### src/rtl/alu_pipe_pkg.sv
// Shared definitions for the ALU issue path: function codes, instruction
// word layout and the constants used to build bubbles.
package alu_pipe_pkg;

    // ALU function codes; encodings above FUNC_LAST are illegal.
    typedef enum logic [3:0] {
        FUNC_ADD  = 4'd0,
        FUNC_SUB  = 4'd1,
        FUNC_MUL  = 4'd2,
        FUNC_SELA = 4'd3,
        FUNC_SELB = 4'd4,
        FUNC_AND  = 4'd5,
        FUNC_OR   = 4'd6,
        FUNC_XOR  = 4'd7,
        FUNC_NEGA = 4'd8,
        FUNC_NEGB = 4'd9,
        FUNC_SRA  = 4'd10,
        FUNC_SLA  = 4'd11
    } func_e;

    localparam int FUNC_LAST = 11;
    localparam int INSTR_W   = 24;

    // Bit positions of the fields inside a packed instruction word.
    localparam int FUNC_MSB = 23;
    localparam int FUNC_LSB = 20;
    localparam int RD_MSB   = 19;
    localparam int RD_LSB   = 16;
    localparam int RS1_MSB  = 15;
    localparam int RS1_LSB  = 12;
    localparam int RS2_MSB  = 11;
    localparam int RS2_LSB  = 8;
    localparam int ADDR_MSB = 7;
    localparam int ADDR_LSB = 0;

    // A bubble selects operand A, which with rs1 = rd is a harmless copy.
    localparam logic [3:0] BUBBLE_FUNC = FUNC_SELA;

    // Field order matches the bit positions above (func in the MSBs).
    typedef struct packed {
        logic [3:0] func;
        logic [3:0] rd;
        logic [3:0] rs1;
        logic [3:0] rs2;
        logic [7:0] addr;
    } instr_t;

    function automatic logic is_illegal(input logic [3:0] f);
        return f > 4'(FUNC_LAST);
    endfunction

endpackage

### src/rtl/instr_fifo.sv
// Small synchronous FIFO for instruction words. Push while full and pop
// while empty are ignored, so callers may present requests unconditionally.
module instr_fifo #(
    parameter int DEPTH = 4,
    parameter int WIDTH = 24
) (
    input  logic                     clk,
    input  logic                     rst_n,
    input  logic                     push_i,
    input  logic                     pop_i,
    input  logic [WIDTH-1:0]         wdata_i,
    output logic [WIDTH-1:0]         rdata_o,
    output logic                     full_o,
    output logic                     empty_o,
    output logic [$clog2(DEPTH):0]   count_o
);

    localparam int PTR_W = $clog2(DEPTH);
    localparam int CNT_W = PTR_W + 1;

    logic [WIDTH-1:0] mem_q [DEPTH];
    logic [PTR_W-1:0] wr_ptr_q, wr_ptr_d;
    logic [PTR_W-1:0] rd_ptr_q, rd_ptr_d;
    logic [CNT_W-1:0] count_q, count_d;
    logic             do_push;
    logic             do_pop;

    assign full_o  = (count_q == CNT_W'(DEPTH));
    assign empty_o = (count_q == '0);
    assign count_o = count_q;
    assign rdata_o = mem_q[rd_ptr_q];

    assign do_push = push_i && !full_o;
    assign do_pop  = pop_i && !empty_o;

    // Next pointers and occupancy; pointers wrap naturally at DEPTH.
    always_comb begin
        wr_ptr_d = wr_ptr_q;
        rd_ptr_d = rd_ptr_q;
        count_d  = count_q;
        if (do_push) wr_ptr_d = wr_ptr_q + PTR_W'(1);
        if (do_pop)  rd_ptr_d = rd_ptr_q + PTR_W'(1);
        case ({do_push, do_pop})
            2'b10:   count_d = count_q + CNT_W'(1);
            2'b01:   count_d = count_q - CNT_W'(1);
            default: count_d = count_q;
        endcase
    end

    // Pointer and occupancy registers; reset flushes the FIFO.
    always_ff @(posedge clk or negedge rst_n) begin
        if (!rst_n) begin
            wr_ptr_q <= '0;
            rd_ptr_q <= '0;
            count_q  <= '0;
        end else begin
            wr_ptr_q <= wr_ptr_d;
            rd_ptr_q <= rd_ptr_d;
            count_q  <= count_d;
        end
    end

    // Storage write; contents need no reset because occupancy gates reads.
    always_ff @(posedge clk) begin
        if (do_push) mem_q[wr_ptr_q] <= wdata_i;
    end

endmodule

### src/rtl/alu_issue_unit.sv
// Instruction buffer and issue stage in front of the pipelined ALU.
//
// Handshake: a word transfers at a posedge where in_valid && in_ready;
// in_ready is !full and does not depend on in_valid or on a same-edge pop.
//
// The ALU samples its inputs every second clock. slot_q marks those edges;
// only there do the output registers reload and the FIFO pop. A bubble is
// loaded when the FIFO is empty, when the head is an illegal function (the
// head is then dropped and err_illegal pulses), or when the head reads the
// register written by the instruction currently on the outputs.
module alu_issue_unit
    import alu_pipe_pkg::*;
#(
    parameter int         DEPTH    = 4,
    parameter logic [3:0] NOP_REG  = 4'd0,
    parameter logic [7:0] NOP_ADDR = 8'hFF
) (
    input  logic                     clk,
    input  logic                     reset,
    input  logic                     in_valid,
    output logic                     in_ready,
    input  logic [INSTR_W-1:0]       in_instr,
    output logic [3:0]               rs1,
    output logic [3:0]               rs2,
    output logic [3:0]               rd,
    output logic [3:0]               func,
    output logic [7:0]               addr,
    output logic                     issue_valid,
    output logic                     err_illegal,
    output logic [$clog2(DEPTH):0]   fifo_count
);

    instr_t               bubble;
    instr_t               head;
    logic [INSTR_W-1:0]   head_raw;
    logic                 fifo_full;
    logic                 fifo_empty;
    logic                 push;
    logic                 pop;
    logic                 hazard;

    logic                 slot_q;
    instr_t               out_q, out_d;
    logic                 valid_q, valid_d;
    logic                 err_q, err_d;

    assign bubble = '{func: BUBBLE_FUNC, rd: NOP_REG, rs1: NOP_REG,
                      rs2: 4'd0, addr: NOP_ADDR};

    assign push     = in_valid && !fifo_full;
    assign in_ready = !fifo_full;
    assign head     = instr_t'(head_raw);

    instr_fifo #(
        .DEPTH (DEPTH),
        .WIDTH (INSTR_W)
    ) u_fifo (
        .clk     (clk),
        .rst_n   (reset),
        .push_i  (push),
        .pop_i   (pop),
        .wdata_i (in_instr),
        .rdata_o (head_raw),
        .full_o  (fifo_full),
        .empty_o (fifo_empty),
        .count_o (fifo_count)
    );

    // RAW hazard: head reads the destination of the live instruction.
    assign hazard = valid_q && ((head.rs1 == out_q.rd) || (head.rs2 == out_q.rd));

    // Issue decision at slot edges, in priority order; outputs hold otherwise.
    always_comb begin
        out_d   = out_q;
        valid_d = valid_q;
        err_d   = 1'b0;
        pop     = 1'b0;
        if (slot_q) begin
            if (fifo_empty) begin
                out_d   = bubble;
                valid_d = 1'b0;
            end else if (is_illegal(head.func)) begin
                pop     = 1'b1;
                out_d   = bubble;
                valid_d = 1'b0;
                err_d   = 1'b1;
            end else if (hazard) begin
                out_d   = bubble;
                valid_d = 1'b0;
            end else begin
                pop     = 1'b1;
                out_d   = head;
                valid_d = 1'b1;
            end
        end
    end

    // Slot toggle and registered ALU-facing outputs.
    always_ff @(posedge clk or negedge reset) begin
        if (!reset) begin
            slot_q  <= 1'b1;
            out_q   <= bubble;
            valid_q <= 1'b0;
            err_q   <= 1'b0;
        end else begin
            slot_q  <= !slot_q;
            out_q   <= out_d;
            valid_q <= valid_d;
            err_q   <= err_d;
        end
    end

    assign func        = out_q.func;
    assign rd          = out_q.rd;
    assign rs1         = out_q.rs1;
    assign rs2         = out_q.rs2;
    assign addr        = out_q.addr;
    assign issue_valid = valid_q;
    assign err_illegal = err_q;

endmodule

### config.mk
export PLATFORM = sky130hd
export DESIGN_NAME = alu_issue_unit
export DESIGN_NICKNAME = d
export VERILOG_FILES = /design/src/rtl/alu_pipe_pkg.sv /design/src/rtl/instr_fifo.sv /design/src/rtl/alu_issue_unit.sv
export SDC_FILE = /design/constraint.sdc
export NUM_CORES = 1
export LEC_CHECK = 0
export ABC_CLOCK_PERIOD_IN_PS = 8600
export CAP_MARGIN = 25
export CORE_ASPECT_RATIO = 0.75
export CORE_MARGIN = 10
export CORE_UTILIZATION = 45
export DETAILED_ROUTE_END_ITERATION = 6
export MAX_ROUTING_LAYER = met4
export PLACE_DENSITY = 0.63
export RECOVER_POWER = 50
export SLEW_MARGIN = 20
export SYNTH_ARGS = -nofsm -noshare
export SYNTH_HDL_FRONTEND = slang
export SYNTH_SLANG_ARGS = --single-unit
### constraint.sdc
create_clock -name clk -period 8.6 [get_ports clk]
set_input_delay 2.58 -clock clk [delete_from_list [all_inputs] [get_ports clk]]
set_output_delay 2.58 -clock clk [all_outputs]
set_load 0.05 [all_outputs]
==> flow_metrics.py <==
metrics = {
    "power_and_ir_drop": {
        "power.leakage_nw": 2.25,
        "power_density_mw_per_mm2": 413,
        "ir_drop_uv": 219,
    },
    "timing": {
        "fin_ws_ps": 3420,
        "timing.hold.ws_ps": 486,
        "tightest_slew_ps": 2380,
        "setup_tns_ps": 0,
        "period_share_pct": 60.2,
        "slew_headroom_pct": -59.0,
        "rsz0062_at_grt": "false",
        "fin_worst_skew_ps": 11.6,
        "clock.fmax_mhz": 193,
        "finalSetupViolations": 0,
        "report.final.slew_viol_count": 67,
        "min_period_ps": 5180,
        "finalHoldViolCount": 0,
    },
    "grt": {
        "antenna_found_initial": 0,
        "grt_usage_pct": 14.1,
        "grt_pass1_wl_um": 16300,
        "grt_start_max_net_pins": 35,
        "grt.overflow.total": 0,
        "grt_pass1_vias": 2847,
    },
    "worst_setup_path": {
        "crit_arrival_ps": 5470,
        "worst-r2r-cell-count": 12,
        "rrSetupSlack_ps": 3420,
        "startpoint_type": "register",
        "r2r-end": "u_fifo.count_o[2]",
        "timing.rr.start": "u_fifo.rd_ptr_q[0]",
        "path_max_fanout": 31,
        "path_class": "reg -> reg",
        "endpoint_kind": "register",
        "crit_required_ps": 8890,
        "crit_start": "u_fifo.rd_ptr_q[0]",
    },
    "synth": {
        "yosys_warnings": 0,
        "ys_async_sr_fraction_pct": 26.2,
        "synth_cells": 265,
        "synth_edf_count": 96,
        "syn_avg_cell_area_um2": 19.2,
        "synth_top_area_share_pct": 56.6,
        "synth_cell_types": 35,
        "syn-cell-area_mm2": 0.00509,
        "ys_ff_latch": 130,
        "yosysSeqAreaShare_pct": 73.6,
        "synth_flop_cell": "edfxtp_1",
        "yosysTopAreaCell": "edfxtp_1",
        "synth_nets": 298,
        "synth_area_leaders": "edfxtp_1 (57%), dfrtp_1 (11%), mux4_2 (9.7%)",
    },
    "die": {
        "initial_core_util_pct": 46.4,
        "ioPinCount": 57,
        "die_y_um": 112,
        "die_x_um": 143,
        "core_mm2": 0.0110,
        "die_area_mm2": 0.0160,
        "num_rows": 33,
    },
    "drt": {
        "num_vias": 2658,
        "drt_iter0_markers": 145,
        "routed_wl_um": 10200,
        "ant_nets": 0,
        "vias_per_cell": 5.45,
        "post_drt_wl_per_cell_um": 21.0,
        "post-route-drc-count": 0,
        "drt_first_pass_iters": 4,
    },
    "clocking": {
        "clk_path_buf_depth": 2,
        "htreeDepth": 4,
        "cts_tree": "done",
        "cts-root-buf": "clkbuf_16",
        "cts_hold_buffers": 0,
        "clock-sinks": 130,
        "cts_resized": 0,
        "clk_pin_slew_worst_paths_ps": 50,
        "cts_buffers": 17,
        "clkLatencyLatePin_ps": 410,
        "cts_setup_buffers": 0,
    },
    "cells_and_area": {
        "stdcell_count": 488,
        "final_common_cell": "edfxtp_1",
        "n_fill_cell": 816,
        "nets": 368,
        "most-common-layout-cells": "edfxtp_1 (96), clkdlybuf4s50_1 (30), dlygate4sd3_1 (25), dfrtp_1 (23), mux4_2 (22)",
        "area_growth_syn_to_layout_pct": 24.6,
        "final_layout_size_suffix_gt1_share_pct": 20.1,
        "antennaDiodeCount": 0,
    },
    "worst_hold_path": {
        "whs_path_depth": 1,
        "holdPathEnd": "rs2[2]",
        "hold_path_class": "reg -> reg",
        "holdCritStartpoint": "rs2[2]",
    },
    "job": {
        "drv_cap": 2,
    },
    "placement": {
        "hpwl_um": 6360,
        "gp_congestion": 0.761,
        "portBuffers": 56,
        "place_inst": 456,
        "place_ws_ps": 4220,
    },
    "run_status": {
        "violations": "max-capacitance violations, max-slew violations",
        "outcome": "finished with violations",
    },
}
[worst max path at each step]
stage,end,slack (ps),cells after the start
3_5_place_dp,u_fifo.count_o[2],4220,9
3_3_place_gp,u_fifo.count_o[2],4250,9
2_1_floorplan,in_ready,4760,2
6_report,u_fifo.count_o[2],3420,12
4_1_cts,in_ready,4080,3
5_1_grt,u_fifo.count_o[2],2870,12
[report_power, final]
| part | switching [mW] | leakage (nW) | internal (mW) |
|---|---|---|---|
| clock network | 0.252 | 0.262 | 0.401 |
| logic | 0.628 | 0.707 | 0.400 |
| registers | 0.0689 | 1.28 | 0.869 |
[final cells by class]
cell class / count / area [um^2] / area share [%]
Sequential cell: 130 / 3750 / 59.1
Multi-Input combinational cell: 115 / 1240 / 19.6
Timing Repair Buffer: 64 / 611 / 9.63
Clock buffer: 21 / 450 / 7.10
Tap cell: 140 / 175 / 2.76
Clock inverter: 11 / 91.3 / 1.44
Inverter: 7 / 26.3 / 0.414
[stage by stage]
| stage | instance area [um^2] | utilization, % | power [mW] |
|---|---|---|---|
| after CTS | 6350 | 57.9 | 2.66 |
| final | 6340 | 57.8 | 2.62 |
| after detailed placement | 5810 | 52.9 | 2.00 |
| after floorplan | 5090 | - | 1.69 |
| after global placement | 5810 | 52.9 | 1.99 |
| after global routing | 6340 | 57.8 | 2.77 |
[Yosys cell counts (2+ instances only)]
library cell,instances
edfxtp_1,96
dfrtp_1,23
mux4_2,22
nand2_1,17
o2bb2ai_1,15
dfstp_2,11
o32a_1,10
xnor2_1,10
clkbuf_1,7
inv_1,7
ha_1,5
and3_1,4
nor3_1,4
nand3_1,3
a21o_1,2
a21oi_1,2
buf_2,2
buf_6,2
mux4_1,2
nand2b_1,2
nand4_2,2
nor2_1,2
o311ai_1,2
xor2_1,2
[kinds of logic (layout without fill, tap and decap cells)]
kind of cell / count (synthesis) / in the layout / share of synthesized area (%)
adder cells (fa/ha/maj): 6 / 6 / 1.62
multiplexers: 25 / 25 / 11.0
AND/OR/NAND/NOR: 36 / 36 / 3.56
flip-flops: 130 / 130 / 73.6
AO/OA/AOI/OAI: 36 / 36 / 6.31
buffers and inverters: 20 / 103 / 1.89
XOR/XNOR: 12 / 12 / 2.06
[metal layers]
metal	GRT usage (%)	up-vias	wire length [um]
li1	-	1207	-
met1	18.3	1367	4900
met3	5.35	16	493
met2	19.9	68	4720
met4	4.32	0	133
met5	-	-	0
[sequential cells by signal, summed over array words and instances, names as in the netlist, 3 cells and up]
register,count
u_fifo.count_o,3
rs2,4
rd,4
rs1,4
func,4
addr,8
u_fifo.mem_q,96
[critical path, stage by stage (launching register included)]
cell and delay, ps:
dfrtp_1 320, clkbuf_1 1690, mux4_2 730, xnor2_1 250, nand4_1 300, a21boi_4 730
a21oi_1 180, ha_1 260, inv_1 70, fa_1 170, xor2_1 140, nor2_1 60
xor2_1 130
Power figures use the tool's default switching activity.
